File: config.mk
export PLATFORM = sky130hd
export DESIGN_NAME = pace_scheduler
export DESIGN_NICKNAME = d
export VERILOG_FILES = /design/src/rtl/pace_pkg.sv /design/src/rtl/sense_sync.sv /design/src/rtl/pace_scheduler.sv
export SDC_FILE = /design/constraint.sdc
export NUM_CORES = 1
export LEC_CHECK = 0
export BUFFER_PORTS_ARGS = -buffer_cell sky130_fd_sc_hd__buf_2
export CORE_ASPECT_RATIO = 2
export CORE_MARGIN = 10
export CORE_UTILIZATION = 55
export CTS_CLUSTER_DIAMETER = 60
export CTS_CLUSTER_SIZE = 20
export DETAILED_ROUTE_END_ITERATION = 10
export PLACE_DENSITY = 0.78
export REMOVE_ABC_BUFFERS = 1
export SLEW_MARGIN = 20
export SYNTH_ARGS = -nofsm -noshare
export SYNTH_HDL_FRONTEND = slang
export SYNTH_SLANG_ARGS = --single-unit
export TNS_END_PERCENT = 10
File: constraint.sdc
create_clock -name clk -period 4.6 [get_ports clk]
set_clock_uncertainty 0.2 [all_clocks]
set_input_delay 0.46 -clock clk [delete_from_list [all_inputs] [get_ports clk]]
set_output_delay 0.46 -clock clk [all_outputs]
set_load 0.05 [all_outputs]
File: src/rtl/pace_pkg.sv
// Shared types and default timing for the demand-mode pace scheduler.
package pace_pkg;

    // Encoding is visible on state_out, so the values are fixed.
    typedef enum logic [1:0] {
        ST_IDLE    = 2'd0,
        ST_ALERT   = 2'd1,
        ST_PACE    = 2'd2,
        ST_REFRACT = 2'd3
    } state_e;

    localparam int RATE_W            = 3;
    localparam int DEF_CNT_W         = 32;
    localparam int DEF_PULSE_CYC     = 12_000;
    localparam int DEF_REFRACT_CYC   = 6_000_000;
    localparam int DEF_LRI_MIN       = 16_000_000;
    localparam int DEF_LRI_STEP      = 2_000_000;
    localparam int DEF_CFG_DEFAULT   = 4;

endpackage

File: src/rtl/sense_sync.sv
// Two-flop synchronizer for the raw heartbeat input plus rising-edge detect.
module sense_sync (
    input  logic clk,
    input  logic rst,
    input  logic d_in,
    output logic rise_out
);

    logic r_sync1;
    logic r_sync2;
    logic r_sync2_d;

    // Metastability chain, then one extra stage to detect the edge.
    always_ff @(posedge clk or posedge rst) begin
        if (rst) begin
            r_sync1   <= 1'b0;
            r_sync2   <= 1'b0;
            r_sync2_d <= 1'b0;
        end else begin
            r_sync1   <= d_in;
            r_sync2   <= r_sync1;
            r_sync2_d <= r_sync2;
        end
    end

    assign rise_out = r_sync2 & ~r_sync2_d;

endmodule

File: src/rtl/pace_scheduler.sv
// Demand-mode pacing controller: waits one lower-rate interval for an
// intrinsic beat, paces if none arrives, then blanks sensing while refractory.
module pace_scheduler
    import pace_pkg::*;
#(
    parameter int CNT_W       = DEF_CNT_W,
    parameter int PULSE_CYC   = DEF_PULSE_CYC,
    parameter int REFRACT_CYC = DEF_REFRACT_CYC,
    parameter int LRI_MIN     = DEF_LRI_MIN,
    parameter int LRI_STEP    = DEF_LRI_STEP,
    parameter int CFG_DEFAULT = DEF_CFG_DEFAULT
) (
    input  logic              clk,
    input  logic              rst,
    input  logic              enable,
    input  logic              sense_in,
    input  logic [RATE_W-1:0] cfg_rate,
    input  logic              cfg_load,
    output logic              pace_out,
    output logic              paced_evt,
    output logic              sensed_evt,
    output logic [1:0]        state_out,
    output logic [7:0]        pace_count
);

    // The pulse and refractory window must fit inside the shortest interval,
    // otherwise the timer would already be past the pace point on ALERT entry.
    if (!(LRI_MIN > PULSE_CYC + REFRACT_CYC)) begin : g_bad_timing
        $error("pace_scheduler: LRI_MIN must exceed PULSE_CYC + REFRACT_CYC");
    end

    localparam int REF_W = (REFRACT_CYC > 1) ? $clog2(REFRACT_CYC) : 1;
    localparam logic [CNT_W-1:0] LRI_RST   = CNT_W'(LRI_MIN + CFG_DEFAULT * LRI_STEP);
    localparam logic [CNT_W-1:0] PULSE_END = CNT_W'(PULSE_CYC - 1);
    localparam logic [REF_W-1:0] REF_LOAD  = REF_W'(REFRACT_CYC - 1);

    state_e           r_state;
    logic [CNT_W-1:0] r_timer;
    logic [CNT_W-1:0] r_lri;
    logic [REF_W-1:0] r_ref_cnt;
    logic             r_pace;
    logic             r_paced_evt;
    logic             r_sensed_evt;
    logic [7:0]       r_count;

    state_e           w_state_nxt;
    logic [CNT_W-1:0] w_timer_nxt;
    logic [REF_W-1:0] w_ref_nxt;
    logic             w_pace_nxt;
    logic             w_paced_nxt;
    logic             w_sensed_nxt;
    logic [7:0]       w_count_nxt;
    logic             w_rise;
    logic             w_timeout;

    sense_sync u_sense_sync (
        .clk      (clk),
        .rst      (rst),
        .d_in     (sense_in),
        .rise_out (w_rise)
    );

    // Compared against the live lri so a rate change applies at once.
    assign w_timeout = (r_timer >= (r_lri - CNT_W'(1)));

    // Rate register: reloaded from the rate code on each cfg_load strobe.
    always_ff @(posedge clk or posedge rst) begin
        if (rst) begin
            r_lri <= LRI_RST;
        end else if (cfg_load) begin
            r_lri <= CNT_W'(LRI_MIN) + CNT_W'(cfg_rate) * CNT_W'(LRI_STEP);
        end
    end

    // FSM state and datapath registers.
    always_ff @(posedge clk or posedge rst) begin
        if (rst) begin
            r_state      <= ST_IDLE;
            r_timer      <= '0;
            r_ref_cnt    <= '0;
            r_pace       <= 1'b0;
            r_paced_evt  <= 1'b0;
            r_sensed_evt <= 1'b0;
            r_count      <= '0;
        end else begin
            r_state      <= w_state_nxt;
            r_timer      <= w_timer_nxt;
            r_ref_cnt    <= w_ref_nxt;
            r_pace       <= w_pace_nxt;
            r_paced_evt  <= w_paced_nxt;
            r_sensed_evt <= w_sensed_nxt;
            r_count      <= w_count_nxt;
        end
    end

    // Next-state and datapath decode. The timer runs through PACE and REFRACT
    // without clearing so pace-to-pace spacing is exactly one lri.
    always_comb begin
        w_state_nxt  = r_state;
        w_timer_nxt  = r_timer;
        w_ref_nxt    = r_ref_cnt;
        w_pace_nxt   = r_pace;
        w_paced_nxt  = 1'b0;
        w_sensed_nxt = 1'b0;
        w_count_nxt  = r_count;

        if (!enable) begin
            w_state_nxt = ST_IDLE;
            w_timer_nxt = '0;
            w_pace_nxt  = 1'b0;
        end else begin
            case (r_state)
                ST_IDLE: begin
                    w_state_nxt = ST_ALERT;
                    w_timer_nxt = '0;
                end
                ST_ALERT: begin
                    // A beat on the same cycle as the timeout inhibits the pace.
                    if (w_rise) begin
                        w_state_nxt  = ST_REFRACT;
                        w_timer_nxt  = '0;
                        w_ref_nxt    = REF_LOAD;
                        w_sensed_nxt = 1'b1;
                    end else if (w_timeout) begin
                        w_state_nxt = ST_PACE;
                        w_timer_nxt = '0;
                        w_pace_nxt  = 1'b1;
                        w_paced_nxt = 1'b1;
                        if (r_count != 8'hFF) begin
                            w_count_nxt = r_count + 8'd1;
                        end
                    end else begin
                        w_timer_nxt = r_timer + CNT_W'(1);
                    end
                end
                ST_PACE: begin
                    w_timer_nxt = r_timer + CNT_W'(1);
                    if (r_timer == PULSE_END) begin
                        w_state_nxt = ST_REFRACT;
                        w_pace_nxt  = 1'b0;
                        w_ref_nxt   = REF_LOAD;
                    end
                end
                ST_REFRACT: begin
                    w_timer_nxt = r_timer + CNT_W'(1);
                    if (r_ref_cnt == '0) begin
                        w_state_nxt = ST_ALERT;
                    end else begin
                        w_ref_nxt = r_ref_cnt - REF_W'(1);
                    end
                end
                default: begin
                    w_state_nxt = ST_IDLE;
                    w_timer_nxt = '0;
                    w_pace_nxt  = 1'b0;
                end
            endcase
        end
    end

    assign pace_out   = r_pace;
    assign paced_evt  = r_paced_evt;
    assign sensed_evt = r_sensed_evt;
    assign state_out  = r_state;
    assign pace_count = r_count;

endmodule

======== Yosys cells after proc, flatten, opt, wreduce, memory -nomap -nowiden ========
Cells that the tools add are included.
storage, ports and cells
  output and inout bits ................... 13
  input port bits ......................... 8
  flip-flop bits (word level) ............. 103
  word-level logic and storage cells ...... 69
cells by class
  multiplexer cells ....................... 26
  order comparisons ....................... 1
  bitwise operators ....................... 3
  reductions and logical operators ........ 8
  eq/ne operators ......................... 14
  add/subtract/negate cells ............... 5
  multiply operators ...................... 1
operators by type and width
  kind                      count
  $mux W32                  3
  $pmux W32 S3              1
  $mux W23                  3
  $pmux W23 S3              1
  $add A32 B1 Y32 const B   1
  $eq A32 B14 Y1 const B    1
  $ge A32 B32 Y1            1
  $sub A32 B1 Y32 const B   1
  $add A24 B24 Y25 const A  1
  $logic_not A23 Y1         1
  $sub A23 B1 Y23 const B   1
  $mul A3 B14 Y17 const B   1
  $ne A3 B3 Y1 const B      4
  $mux W1                   11
  $mux W2                   5
  $reduce_and A5 Y1         2
  $add A8 B1 Y8 const B     1
  $ne A8 B8 Y1 const B      1
  $pmux W2 S4               1
  $eq A2 B2 Y1 const B      2
  $ne A2 B2 Y1 const B      2
  $ne A4 B3 Y1 const B      1
  $reduce_and A4 Y1         1
  $ne A3 B1 Y1 const B      1
  other kinds (9)           10

======== Depth between registers and ports, before layout ========
  depth after elaboration ................. 6
  depth in mapped cells ................... 15
  mapped depth without buffers ............ 14

======== Hierarchy ========
From an unflattened synthesis, not the netlist that was laid out.
unflattened totals
  cell total of the unflattened synthesis .. 561
  area, all modules ....................... 5,378.9 um^2
modules (own cells, without submodules)
  module          seq. area each (um^2)  area an instance (um^2)  times used  cells an instance
  pace_scheduler  2,114.5                5,286.3                  1           556
  sense_sync      75.1                   92.6                     1           5

======== Least setup slack after synthesis ========
No wires, ideal clock.
  path type ............................... reg2reg
  start point ............................. reg r_lri[9]
  end point ............................... reg r_timer[10]
  cell stages (with the launch flop) ...... 16
  clock period less this slack ............ 3.992 ns
  setup slack ............................. 0.608 ns
  path buffers ............................ 1
  data arrival time ....................... 3.670 ns
  data required time ...................... 4.278 ns
  library setup time ...................... 0.122 ns
  cells stage by stage .................... dfstp_2 > or4_1 > nor3_1 > nand2_1 > or2_2 > nor4_1 > xnor2_1 > ha_1 > nand4_1 > nor4_1 > nand4_1 > a21oi_1 > nor3_1 > o31ai_1 > buf_2 > nor2_1
between the ends
  word-level cells in the longest chain between the ends .. 6
ends and longest elaborated chain
  item                      line                   RTL
  start: declaration        pace_scheduler.sv:39   logic [CNT_W-1:0] r_lri;
  start signal: assignment  pace_scheduler.sv:71   r_lri <= CNT_W'(LRI_MIN) + CNT_W'(cfg_rate) * CNT_W'(LRI_STEP);
  $sub A32 B1 Y32           pace_scheduler.sv:64   assign w_timeout = (r_timer >= (r_lri - CNT_W'(1)));
  $ge A32 B32 Y1            pace_scheduler.sv:64
  $mux W32                  pace_scheduler.sv:124  end else if (w_timeout) begin
  $mux W32                  pace_scheduler.sv:119  if (w_rise) begin
  $pmux W32 S3              pace_scheduler.sv:112  case (r_state)
  $mux W32                  pace_scheduler.sv:107  if (!enable) begin
  via w_timer_nxt[10]       pace_scheduler.sv:47   logic [CNT_W-1:0] w_timer_nxt;
  end signal: assignment    pace_scheduler.sv:87   r_timer <= w_timer_nxt;
  end: declaration          pace_scheduler.sv:38   logic [CNT_W-1:0] r_timer;
The timed path passes the listed nets, and every way through them passes these cells.
A chain may end at the register's enable or synchronous reset.

======== Final worst setup path ========
  start point ............................. reg r_lri[9]
  end point ............................... reg r_count[7] (netlist: pace_count[7])
between the ends
  word-level cells in the longest chain between the ends .. 3
ends and longest elaborated chain
  item                                line                  RTL
  $sub A32 B1 Y32                     pace_scheduler.sv:64
  $ge A32 B32 Y1                      pace_scheduler.sv:64
  $reduce_and A5 Y1 (no source line)  --
  end signal: assignment              pace_scheduler.sv:92  r_count <= w_count_nxt;
  end: declaration                    pace_scheduler.sv:44  logic [7:0] r_count;
No other way between the ends.

==> qor.yml <==
status: "finished, violations left"
violations: "negative hold slack"
post-route-util_pct: 62.30
top_usage_layer: "met2"
synth.cell_area_sq_um: 5364
numClockSinks: 87
end_kind: "register"
hold-worst-slack_ns: -0.001253
period_needed_ns: 4.303
multi_input_area_sq_um: 3068
finalMaxSlewViolations: 0
cts_root_buf: "clkbuf_16"
maxCapViolCount: 0
hpwlAfterDp_mm: 8.860
reg2reg_from: "r_lri[9]$_DFFE_PP1P_"
yosysTopAreaCell: "dfrtp_1"
die_y_microns: 159.7
port_buffers: 20
rrSetupSlack_ns: 0.30
syn2layout_area_growth_pct: 11.92
num_vias: 4199
routed_via_density: 5.776
grtUsageMet2_pct: 33.73
grt_util_met3_pct: 3.192
path_class: "register to register"
fmax_mhz: 232.4
ys.flop_type: "dfrtp_1"
synth_edf_count: 0
clk_latency_ns: 0.35
numCtsBuffers: 9
final_common_cell: "nor2_1"
hold_viol: 2
dpl-instance-area_sq_um: 5662
wl_mm: 11.93
crit_start: "r_lri[9]$_DFFE_PP1P_"
placedCellCount: 711
reg2reg_depth: 16
cts.clk_slew.worst_paths_ns: 0.07
cts_setup_buffers: 0
p_leak_nw: 2.538
r2r_end: "pace_count[7]$_DFFE_PP0P_"
wl_per_cell_microns: 16.41
async_reset_ff_share_pct: 100.0
setup_viol: 0
required_ns: 4.66
grt_max_degree: 47
nNetsFinal: 645
slew_headroom_pct: 52.41
startpoint_type: "register"
tightest_slew_ns: 0.7130
synth_top_area_share_pct: 35.92
design_area_sq_um: 6003
layout-drive-gt1-share_pct: 13.61
synthCells: 562
total_power_mw: 2.193
gp_congestion: 0.8408
yosysSeqAreaShare_pct: 40.82
grt_pass1_vias: 4440
ant_nets: 0
arrival_ns: 4.37
die-area_sq_um: 14340
ys_ff_latch: 87
fillerInstances: 784
drc: 0
yosys-top-cells-area: "dfrtp_1 36%, ha_1 10%, xnor2_1 6.9%, xor2_1 5.7%, nor2_1 5.6%"
final_cell_mix: "80 x nor2_1, 77 x dfrtp_1, 53 x nand2_1"
grt_usage_pct: 17.09
worstPathMaxFanout: 8
cts_tree: "done"
die-width_microns: 89.83
hold_buffers: 0
synth.distinct_cells: 57
grt_use_met1_pct: 15.87
hp-class: "input pin to asynchronous set/reset pin"
cts_buffer_depth: 2
drt_first_pass_iters: 5
diodes: 0
seq_area_sq_um: 2190
power_density_nw_per_um2: 365.4
max-vdd-ir-drop_v: 0.0002602
initial_utilization_pct: 55.67
cts.htree.levels: 3
synth.avg_cell_area_sq_um: 9.544
grt_pass1_wl_mm: 20.40
rows: 51
antenna_found_initial: 0
synth_warnings: 0
ioPinCount: 21
stdcell_count: 727
min_period_over_period_pct: 93.54
drt_iter0_markers: 217
core-area_sq_um: 9635
grt_overflow: 0
## cell type report
type	count	area share (%)
clock inverters	7	1.709
multi-input cells	442	51.10
flip-flops and latches	87	36.47
well taps	132	2.751
repair buffers	27	2.751
inverters	23	1.459
clock buffers	9	3.752
## cells in the mapped netlist (all sizes together), types with 4 or more instances
cell,number
and3,6
clkbuf,4
dfstp,10
or3,7
dfrtp,77
nor3,12
mux2,9
nand4,14
inv,23
o21ai,11
nor2,81
a21o,5
xor2,35
a21oi,17
nand2b,5
buf,6
xnor2,42
ha,44
nor4,21
nand2,53
nand3,29
## critical path, stage by stage, from the launching register on
cell       delay, ns
dfstp_2         0.39
or4_1           0.60
nor3_2          0.20
nand2_1         0.13
or2_2           0.35
nor4_1          0.24
xnor2_1         0.11
ha_1            0.28
nand4_1         0.10
nor4_1          0.27
buf_4           0.17
nand4_1         0.10
a21oi_2         0.25
o2111ai_1       0.16
buf_4           0.19
nor3_1          0.26
xor2_1          0.21
## worst max path at each step
| stage | end | slack [ns] |
|---|---|---|
| after floorplan | r_timer[10]$_DFF_PP0_ | -0.77 |
| after global placement | r_timer[11]$_DFF_PP0_ | 0.30 |
| after detailed placement | r_timer[11]$_DFF_PP0_ | 0.17 |
| after CTS | pace_count[7]$_DFFE_PP0P_ | 0.11 |
| after global routing | pace_count[7]$_DFFE_PP0P_ | -0.02 |
| final | pace_count[7]$_DFFE_PP0P_ | 0.30 |
## timing repair
| item | CTS | global route |
|---|---|---|
| gates resized for setup | 0 | 3 |
| setup endpoints to repair | 0 | 39 |
| hold endpoints to repair | 0 | 0 |
## registers in the layout, summed over array words and instances, names as in the netlist
register,cells
r_timer,32
r_ref_cnt,23
r_lri,16
pace_count,8
state_out,2
pace_out,1
paced_evt,1
sensed_evt,1
u_sense_sync.r_sync1,1
u_sense_sync.r_sync2,1
u_sense_sync.r_sync2_d,1
## routing by layer
layer	wire length [microns]	part of all wire (%)
met5	0	0
met4	446	3.7
met3	328	2.7
met2	6920	58
met1	4238	36
## through the flow
step                setup TNS (ns)  setup slack [ns]
finish                           0            0.2974
global route              -0.03485          -0.02043
CTS                              0            0.1063
floorplan                   -23.72           -0.7717
detailed placement               0            0.1712
global placement                 0            0.2997
## kinds of logic (layout without fill, tap and decap cells)
family / Yosys count / count (layout) / share of synthesized area, %
XOR/XNOR: 77 / 77 / 12.57
AO/OA/AOI/OAI: 51 / 51 / 6.018
multiplexers: 11 / 11 / 2.263
adder cells (fa/ha/maj): 47 / 47 / 11.38
flip-flops: 87 / 87 / 40.82
AND/OR/NAND/NOR: 256 / 256 / 24.45
buffers and inverters: 33 / 66 / 2.496
## power by group
group / total (mW) / switching (mW) / internal [mW] / leakage, nW
sequential: 0.885 / 0.0584 / 0.827 / 1.07
clock: 0.810 / 0.326 / 0.484 / 0.162
combinational: 0.499 / 0.310 / 0.189 / 1.30
total: 2.19 / 0.694 / 1.50 / 2.54
(Power assumes the default switching activity.)
